===== src/rtl/bj_pkg.sv =====
// Shared types, constants and helpers for the blackjack card dealer.
// Provides the dealer FSM state enum, rank/deck constants and the
// rank-to-blackjack-value mapping used by the dealer and the scoring logic.
package bj_pkg;

   typedef enum logic [1:0] {
      IDLE = 2'd0,
      DRAW = 2'd1,
      DONE = 2'd2,
      SHUF = 2'd3
   } state_t;

   localparam int unsigned RANK_ACE       = 1;
   localparam int unsigned RANK_KING      = 13;
   localparam int unsigned CARDS_PER_DECK = 52;

   // Blackjack value of a rank: ace counts 11, face cards 10, pips face value.
   function automatic logic [3:0] rank_to_value(input logic [3:0] rank);
      if (rank == 4'(RANK_ACE)) begin
         return 4'd11;
      end else if (rank > 4'd10) begin
         return 4'd10;
      end else begin
         return rank;
      end
   endfunction

endpackage


===== src/rtl/lfsr_galois.sv =====
// Free-running Galois LFSR with synchronous seed load.
// Ports:
//   CLOCK_50  in   clock, rising edge
//   reset     in   synchronous active-high reset, loads SEED
//   load      in   load load_val this cycle instead of advancing
//   load_val  in   seed value; zero is replaced by SEED (zero locks the LFSR)
//   q         out  current LFSR state
module lfsr_galois #(
   parameter int unsigned     W    = 16,
   parameter logic [W-1:0]    TAPS = W'(16'hB400),
   parameter logic [W-1:0]    SEED = W'(16'hACE1)
) (
   input  logic          CLOCK_50,
   input  logic          reset,
   input  logic          load,
   input  logic [W-1:0]  load_val,
   output logic [W-1:0]  q
);

   always_ff @(posedge CLOCK_50) begin
      if (reset) begin
         q <= SEED;
      end else if (load) begin
         q <= (load_val == '0) ? SEED : load_val;
      end else if (q[0]) begin
         q <= (q >> 1) ^ TAPS;
      end else begin
         q <= q >> 1;
      end
   end

endmodule


===== src/rtl/card_shoe_rng.sv =====
// Random blackjack card dealer drawing without replacement from a shoe of
// DECKS decks. A free-running LFSR is rejection-sampled: a 4-bit sample is
// accepted only if it is a legal rank with copies left in the shoe.
// Ports:
//   CLOCK_50    in   clock, rising edge
//   reset       in   synchronous active-high reset (full shoe, IDLE)
//   seed_load   in   load seed_in into the LFSR this cycle
//   seed_in     in   LFSR seed (0 selects SEED)
//   shuffle     in   refill request, wins over a simultaneous req
//   req         in   draw request, taken when ready and shoe not empty
//   ready       out  dealer idle
//   card_valid  out  one-cycle pulse with a new card
//   card_rank   out  rank 1..13, held until the next draw
//   card_value  out  blackjack value of card_rank
//   cards_left  out  cards remaining in the shoe
//   shoe_empty  out  cards_left == 0 (combinational)
module card_shoe_rng
   import bj_pkg::*;
#(
   parameter int unsigned          LFSR_W = 16,
   parameter logic [LFSR_W-1:0]    TAPS   = LFSR_W'(16'hB400),
   parameter logic [LFSR_W-1:0]    SEED   = LFSR_W'(16'hACE1),
   parameter int unsigned          DECKS  = 1
) (
   input  logic                              CLOCK_50,
   input  logic                              reset,
   input  logic                              seed_load,
   input  logic [LFSR_W-1:0]                 seed_in,
   input  logic                              shuffle,
   input  logic                              req,
   output logic                              ready,
   output logic                              card_valid,
   output logic [3:0]                        card_rank,
   output logic [3:0]                        card_value,
   output logic [$clog2(52*DECKS+1)-1:0]     cards_left,
   output logic                              shoe_empty
);

   localparam int unsigned CW = $clog2(4*DECKS+1);
   localparam int unsigned CL = $clog2(CARDS_PER_DECK*DECKS+1);
   localparam logic [CW-1:0] FULL_RANK = CW'(4*DECKS);
   localparam logic [CL-1:0] FULL_SHOE = CL'(CARDS_PER_DECK*DECKS);

   state_t              state;
   logic [3:0]          shuf_idx;
   logic [CW-1:0]       count [0:15];
   logic [LFSR_W-1:0]   lfsr;
   logic [3:0]          s;
   logic                hit;

   lfsr_galois #(
      .W    (LFSR_W),
      .TAPS (TAPS),
      .SEED (SEED)
   ) u_lfsr (
      .CLOCK_50 (CLOCK_50),
      .reset    (reset),
      .load     (seed_load),
      .load_val (seed_in),
      .q        (lfsr)
   );

   // Only the low nibble is sampled; the rest of the state just feeds the sequence.
   generate
      if (LFSR_W > 4) begin : g_unused
         logic unused_lfsr_hi;
         assign unused_lfsr_hi = ^lfsr[LFSR_W-1:4];
      end
   endgenerate

   // Sample is a legal rank that still has copies in the shoe.
   assign s          = lfsr[3:0];
   assign hit        = (s >= 4'(RANK_ACE)) && (s <= 4'(RANK_KING)) && (count[s] != '0);
   assign shoe_empty = (cards_left == '0);

   // Dealer FSM, rank counters and registered outputs.
   // Entries 0, 14 and 15 of count are never refilled; they are unreachable
   // because hit rejects those samples before the count is consulted.
   always_ff @(posedge CLOCK_50) begin
      if (reset) begin
         state      <= IDLE;
         ready      <= 1'b1;
         card_valid <= 1'b0;
         card_rank  <= 4'd0;
         card_value <= 4'd0;
         cards_left <= FULL_SHOE;
         shuf_idx   <= 4'(RANK_ACE);
         for (int i = 0; i < 16; i++) begin
            count[i] <= FULL_RANK;
         end
      end else begin
         card_valid <= 1'b0;
         case (state)
            IDLE: begin
               if (shuffle) begin
                  state    <= SHUF;
                  ready    <= 1'b0;
                  shuf_idx <= 4'(RANK_ACE);
               end else if (req && !shoe_empty) begin
                  state <= DRAW;
                  ready <= 1'b0;
               end
            end
            DRAW: begin
               if (hit) begin
                  count[s]   <= count[s] - CW'(1);
                  cards_left <= cards_left - CL'(1);
                  card_rank  <= s;
                  card_value <= rank_to_value(s);
                  card_valid <= 1'b1;
                  state      <= DONE;
               end
            end
            DONE: begin
               ready <= 1'b1;
               state <= IDLE;
            end
            SHUF: begin
               count[shuf_idx] <= FULL_RANK;
               if (shuf_idx == 4'(RANK_KING)) begin
                  cards_left <= FULL_SHOE;
                  ready      <= 1'b1;
                  state      <= IDLE;
               end else begin
                  shuf_idx <= shuf_idx + 4'd1;
               end
            end
            default: begin
               state <= IDLE;
               ready <= 1'b1;
            end
         endcase
      end
   end

endmodule


===== config.mk =====
export PLATFORM = sky130hd
export DESIGN_NAME = card_shoe_rng
export DESIGN_NICKNAME = d
export VERILOG_FILES = /design/src/rtl/bj_pkg.sv /design/src/rtl/lfsr_galois.sv /design/src/rtl/card_shoe_rng.sv
export SDC_FILE = /design/constraint.sdc
export NUM_CORES = 1
export LEC_CHECK = 0
export CAP_MARGIN = 15
export CORE_MARGIN = 2
export CORE_UTILIZATION = 35
export CTS_BUF_LIST = sky130_fd_sc_hd__clkbuf_8
export CTS_CLUSTER_SIZE = 40
export DETAILED_ROUTE_END_ITERATION = 7
export DONT_BUFFER_PORTS = 1
export GPL_TIMING_DRIVEN = 0
export PLACE_DENSITY = 0.56
export SLEW_MARGIN = 20
export SYNTH_ARGS = -nofsm -noshare
export SYNTH_HDL_FRONTEND = slang
export SYNTH_SLANG_ARGS = --single-unit

===== constraint.sdc =====
create_clock -name CLOCK_50 -period 7.3 [get_ports CLOCK_50]
set_clock_uncertainty 0.2 [all_clocks]
set_input_delay 0.73 -clock CLOCK_50 [delete_from_list [all_inputs] [get_ports CLOCK_50]]
set_output_delay 0.73 -clock CLOCK_50 [all_outputs]
set_load 0.01 [all_outputs]

==> results of run 1 <==
-- per-stage QoR --
stage | cell area (um^2) | total power, uW | setup WS (ns) | std cells | util
2_1_floorplan | 4350 | 695 | 4.18 | 394 | -
3_3_place_gp | 4560 | 742 | 3.34 | 562 | 0.378
3_5_place_dp | 4560 | 744 | 3.35 | 562 | 0.378
4_1_cts | 4740 | 1050 | 3.33 | 578 | 0.393
5_1_grt | 4740 | 1090 | 3.06 | 578 | 0.393
6_report | 4740 | 1040 | 3.33 | 578 | 0.393
-- sequential cells by signal, summed over array words and instances (netlist names) --
name and count:
shuf_idx 4, card_valid 1, cards_left 6, card_rank 4, count 48, ready 1
card_value 4, u_lfsr.q 16, state 2
-- metal layers --
layer | wire length [um] | vias up | GRT usage | share of wire
li1 | - | 1469 | - | -
met1 | 5000 | 1512 | 0.241 | 0.46
met2 | 4920 | 105 | 0.254 | 0.45
met3 | 790 | 15 | 0.0617 | 0.073
met4 | 148 | 0 | 0.0514 | 0.014
met5 | 0 | - | 0 | 0
-- logic make-up after synthesis --
family,count (synthesis),synth area share
simple gates,151,0.193
flops,86,0.509
compound gates,76,0.126
buf+inv,41,0.0486
mux,22,0.0983
fa+ha+maj,6,0.0173
xor+xnor,3,0.00607
other cells,2,0.00174
-- layout by cell type (no fill, tap or decap), types with 9 or more instances in the layout --
master,netlist,final
nand3_1,18,18
buf_2,9,9
dfxtp_1,38,38
clkbuf_8,0,10
nor2_1,28,28
nand2_1,20,20
clkbuf_1,13,13
nor3_1,16,16
o21bai_1,13,13
conb_1,2,9
edfxtp_1,48,48
a21oi_1,17,17
nand2b_1,17,17
inv_1,10,11
-- power groups by stage --
stage          clock network [uW]  registers (uW)  logic (uW)
3_5_place_dp                    0             566         178
4_1_cts                       314             555         178
6_report                      307             554         179
5_1_grt                       333             558         198
2_1_floorplan                   0             561         135
3_3_place_gp                    0             565         177
-- worst reg2reg max path, delay by kind of cell (launching register included) --
family,cells,cell delay [ns]
fa+ha+maj,2,0.35
buf+inv,3,0.97
flops,1,0.32
compound gates,4,0.93
mux,2,0.92
-- final timing paths --
path / end / startpoint / slack (ns)
hold reg to reg: u_lfsr.q[11] / u_lfsr.q[12] / 0.27
hold / removal: u_lfsr.q[11] / u_lfsr.q[12] / 0.27
setup reg to reg: count[3][2] / u_lfsr.q[1] / 3.33
setup / recovery: count[3][2] / u_lfsr.q[1] / 3.33
-- layout make-up --
type	count	area (um^2)
flip-flops and latches	86	2200
plain buffers	31	173
multi-input cells	267	1940
well taps	168	210
fillers	1187	7320
inverters	10	37.5
clock inverters	6	37.5
clock buffers	10	138
==> results.yml, run 1 <==
run_status:
  outcome: "finished, final reports clean"
pwr:
  intPower_uw: 736
  p_leak_uw: 0.00163
  seq_power_share: 0.533
  p_sw_frac: 0.293
  p_per_area_nw_per_um2: 220
  comb_power_share: 0.172
  peakVddDrop_mv: 0.113
  pwr-share-clk: 0.295
  power.switching_uw: 305
yosys:
  avgSynthCellArea_um2: 11.2
  yosys-top-cells-area: "edfxtp_1 33%, dfxtp_1 18%, mux4_1 4.9%"
  synth_seq_cells: 86
  yosysTopAreaCell: "edfxtp_1"
  netlist-cell-type-count: 62
  netlist_area_um2: 4330
  async_flop_share: 0
  seq_area_frac_synth: 0.509
  yosysMostFrequentCell: "edfxtp_1"
  synth_warnings: 0
  synth_edf_count: 48
  synth_top_area_frac: 0.333
  synthFlopType: "edfxtp_1"
  synth_commonest_cells: "48 x edfxtp_1, 38 x dfxtp_1, 28 x nor2_1, 20 x nand2_1, 18 x nand3_1"
  synth_cells: 387
critical_path:
  max_stage_delay_ns: 0.51
  crit_chain: "clkbuf_1, buf_1, mux4_2, mux4_2, inv_1, ha_1, ha_1, a31oi_1, o221ai_1, a21o_1, o21bai_1"
  cp.arrival_ns: 3.86
  rr_worst_depth: 11
  start_kind: "flop"
  crit_required_ns: 7.20
  crit_type: "reg2reg"
  end_kind: "flop"
  crit_cells: 11
  critical_path_buf_inv_count: 3
  cp_max_fo: 10
  crit_family: "buffers and inverters"
  slowest_stage: "buf_1"
clock_network:
  htree_levels: 3
  clock_latency_ns: 0.38
  cts-buffers-inserted: 9
  ctsResizeCount: 0
  cts_tree: "yes"
  clk_path_buf_depth: 2
  clk_root_buffer_cell: "clkbuf_8"
  cts_sinks: 86
  path_clk_slew_ns: 0.08
  post_cts_buffers: 0
  cts_hold_buf: 0
floorplan:
  pin_count: 38
  start_util: 0.359
  chipWidth_um: 115
  die-area_um2: 13300
  row_count: 40
  dieHeight_um: 115
  core_um2: 12100
route:
  wl_mm: 10.9
  drc_errors: 0
  ant_nets: 0
  drt-pass1-iter-count: 4
  drt-vias-per-instance: 5.37
  wl_per_cell_um: 18.8
  vias: 3101
  drt_iter0_markers: 291
placed_design:
  place_congestion: 0.916
  dp_hpwl_mm: 7.82
  portBuffers: 0
sta:
  relSlewSlack: 0.480
  slew_violations: 0
  tns_ns: 0
  hold_viol_final: 0
  max_slew.worst_pin.slew_ns: 0.773
  grt_setup_unrepaired: "false"
  post-route-period-util: 0.543
  hold_ws_ns: 0.268
  fmax_mhz: 252
  finalSetupViolations: 0
  fin_crit_ns: 3.97
global_routing:
  grt_antenna_before_repair: 0
  grt_max_degree: 15
  overflow: 0
  grt_pass1_wl_mm: 16.9
  grt_usage: 0.173
  grt_pass1_vias: 3030
worst_hold_path:
  holdPathStages: 2
  worstHoldPathType: "reg2reg"
final_layout:
  drive_above_1_share: 0.122
  synthToLayoutAreaGrowth_pct: 9.51
  fin_nets: 432
  diodes: 0
flow_run:
  max_cap_violations: 0
Note: power is estimated with default switching activity, not from simulation.
==> run 2: changes to the inputs <==
--- a/config.mk
+++ b/config.mk
@@ -5,6 +5,7 @@
 export SDC_FILE = /design/constraint.sdc
 export NUM_CORES = 1
 export LEC_CHECK = 0
+export ABC_AREA = 1
 export CAP_MARGIN = 15
 export CORE_MARGIN = 2
 export CORE_UTILIZATION = 35
@@ -13,7 +14,7 @@
 export DETAILED_ROUTE_END_ITERATION = 7
 export DONT_BUFFER_PORTS = 1
 export GPL_TIMING_DRIVEN = 0
-export PLACE_DENSITY = 0.56
+export PLACE_DENSITY = 0.58
 export SLEW_MARGIN = 20
 export SYNTH_ARGS = -nofsm -noshare
 export SYNTH_HDL_FRONTEND = slang
==> constraint.sdc (replaced) <==
create_clock -name CLOCK_50 -period 3.4 [get_ports CLOCK_50]
set_clock_uncertainty 0.2 [all_clocks]
set_input_delay 0.34 -clock CLOCK_50 [delete_from_list [all_inputs] [get_ports CLOCK_50]]
set_output_delay 0.34 -clock CLOCK_50 [all_outputs]
set_load 0.01 [all_outputs]
==> run 2 against run 1 <==
Net effect: area after synthesis rose by 2.8%; clock power rose to 2.6 times the previous value; highest routed layer unchanged; global-route usage decreased by 0.097 points.
==> results.yml, run 2 <==
floorplan:
  row_count: 41
  dieHeight_um: 117
  pin_count: 38
  die-area_um2: 13600
  chipWidth_um: 117
  core_um2: 12500
  start_util: 0.356
yosys:
  synth_seq_cells: 86
  synth_edf_count: 48
  synth_cells: 519
  synthFlopType: "edfxtp_1"
  yosys-top-cells-area: "edfxtp_1 32%, dfxtp_1 17%, nand2_1 11%"
  yosysMostFrequentCell: "nand2_1"
  async_flop_share: 0
  synth_commonest_cells: "127 x nand2_1, 58 x nor2_1, 48 x edfxtp_1, 48 x inv_1, 38 x dfxtp_1"
  synth_warnings: 0
  seq_area_frac_synth: 0.495
  netlist_area_um2: 4450
  yosysTopAreaCell: "edfxtp_1"
  avgSynthCellArea_um2: 8.58
  netlist-cell-type-count: 36
  synth_top_area_frac: 0.324
clock_network:
  cts_sinks: 86
  clk_root_buffer_cell: "clkbuf_8"
  cts-buffers-inserted: 9
  clk_path_buf_depth: 2
  path_clk_slew_ns: 0.08
  clock_latency_ns: 0.37
  htree_levels: 3
  cts_tree: "yes"
sta:
  slew_violations: 0
  max_slew.worst_pin.slew_ns: 0.755
  post-route-period-util: 0.937
  fmax_mhz: 314
  grt_setup_unrepaired: "false"
  finalSetupViolations: 0
  relSlewSlack: 0.497
  hold_viol_final: 0
  fin_crit_ns: 3.18
route:
  vias: 3546
  drt-pass1-iter-count: 4
  wl_mm: 11.2
  wl_per_cell_um: 15.2
  drt-vias-per-instance: 4.84
  ant_nets: 0
  drc_errors: 0
  drt_iter0_markers: 249
global_routing:
  grt_pass1_vias: 3533
  overflow: 0
  grt_max_degree: 15
  grt_pass1_wl_mm: 17.6
  grt_usage: 0.172
  grt_antenna_before_repair: 0
final_layout:
  diodes: 0
  largest-register: "count"
  fin_area_um2: 5130
  synthToLayoutAreaGrowth_pct: 15.3
  fin_cells: 733
  final_common_cell: "nand2_1"
  fin_nets: 583
  reg.largest.list: "count (48), u_lfsr.q (16), cards_left (6)"
  drive_above_1_share: 0.148
  mostFrequentLayoutCells: "125 x nand2_1, 57 x nor2_1, 49 x inv_1"
  largest_reg_flops: 48
placed_design:
  placed_cells: 698
  dpl-instance-area_um2: 4690
  dp_hpwl_mm: 7.71
  place_congestion: 0.930
  portBuffers: 0
flow_run:
  max_cap_violations: 0
critical_path:
  crit_required_ns: 3.28
  cp.arrival_ns: 3.06
  end_kind: "flop"
  crit_type: "reg2reg"
  crit_chain: "clkbuf_4, clkbuf_4, o21ai_0, o211ai_1, nand2_1, nand2_1, nor2_1, ha_1, ha_1, inv_1, nand2_1, nor2_2, nand3_2, nand2_2, buf_6, nand3_2, nand2_1"
  timing.critical_path.mode_cell: "nand2_1"
  crit_family: "simple AND/OR/NAND/NOR gates"
  slowest_stage: "dfxtp_1"
  start_kind: "flop"
  cp_max_fo: 10
  max_stage_delay_ns: 0.33
  critical_path_buf_inv_count: 4
pwr:
  intPower_uw: 1850
  p_leak_uw: 0.00212
  p_sw_frac: 0.340
  peakVddDrop_mv: 0.183
  power.switching_uw: 951
  comb_power_share: 0.252
  p_per_area_nw_per_um2: 545
  seq_power_share: 0.458
  pwr-share-clk: 0.290
worst_hold_path:
  worstHoldPathType: "in2reg"
run_status:
  outcome: "finished, final reports clean"
==> run 2: power groups by stage <==
stage	Sequential [uW]	Combinational, uW	Clock [uW]
floorplan	1280	507	0
global placement	1300	653	0
detailed placement	1310	666	0
CTS	1280	686	824
global route	1300	781	869
finish	1280	705	813
==> run 2: cells by family (layout without fill, tap and decap cells) <==
logic type | after synthesis | count (layout) | synth area share
other cells | 2 | 9 | 0.00169
buf+inv | 75 | 110 | 0.0796
simple gates | 277 | 277 | 0.305
compound gates | 72 | 72 | 0.100
fa+ha+maj | 6 | 6 | 0.0169
xor+xnor | 1 | 1 | 0.00197
flops | 86 | 86 | 0.495
==> run 2: metrics by stage <==
stage          total power [uW]  utilization  hold WS (ns)  setup TNS [ns]  setup WS (ns)
6_report                   2800        0.410        0.0352               0          0.216
5_1_grt                    2950        0.410        0.0488               0        0.00934
4_1_cts                    2790        0.406        0.0157               0        0.00377
3_5_place_dp               1970        0.375         0.237          -10.63         -0.208
3_3_place_gp               1960        0.375         0.227          -10.22         -0.217
2_1_floorplan              1790            -         0.219               0          0.504
==> run 2: routing by layer <==
layer	part of all wire	track usage	up-vias
met3	0.053	0.0462	25
met2	0.45	0.284	95
met4	0.029	0.0784	0
met1	0.46	0.211	1642
li1	-	-	1784
met5	0	0	-
==> run 2: worst paths after layout <==
kind / from / end / slack [ns] / depth (start not counted)
hold reg to reg: u_lfsr.q[6] / u_lfsr.q[5] / 0.25 / 2
setup reg to reg: u_lfsr.q[1] / count[8][2] / 0.22 / 17
setup / recovery: u_lfsr.q[1] / count[8][2] / 0.22 / 17
hold / removal: shuffle / shuf_idx[3] / 0.04 / 3
==> run 2: final cells by class <==
class	count	area, um^2
repair buffers	19	183
flip-flops and latches	86	2200
clock inverters	6	83.8
clock buffers	10	138
fillers	1271	7380
multi-input cells	365	1930
well taps	172	215
inverters	52	208
plain buffers	23	171
==> run 2: worst reg2reg max path, cell delays in order (launching register included) <==
cell and delay [ns]:
dfxtp_1 0.33, clkbuf_4 0.26, clkbuf_4 0.27, o21ai_0 0.12, o211ai_1 0.21, nand2_1 0.08, nand2_1 0.07, nor2_1 0.05
ha_1 0.19, ha_1 0.20, inv_1 0.07, nand2_1 0.06, nor2_2 0.14, nand3_2 0.12, nand2_2 0.11, buf_6 0.18
nand3_2 0.10, nand2_1 0.14
==> run 2: repair_timing <==
action	in CTS	in global routing
gates resized for setup	4	17
hold endpoints to repair	16	0
hold buffers	16	0
cloned	0	0
pin swaps	0	1
buffers inserted	0	3
setup endpoints to repair	83	84
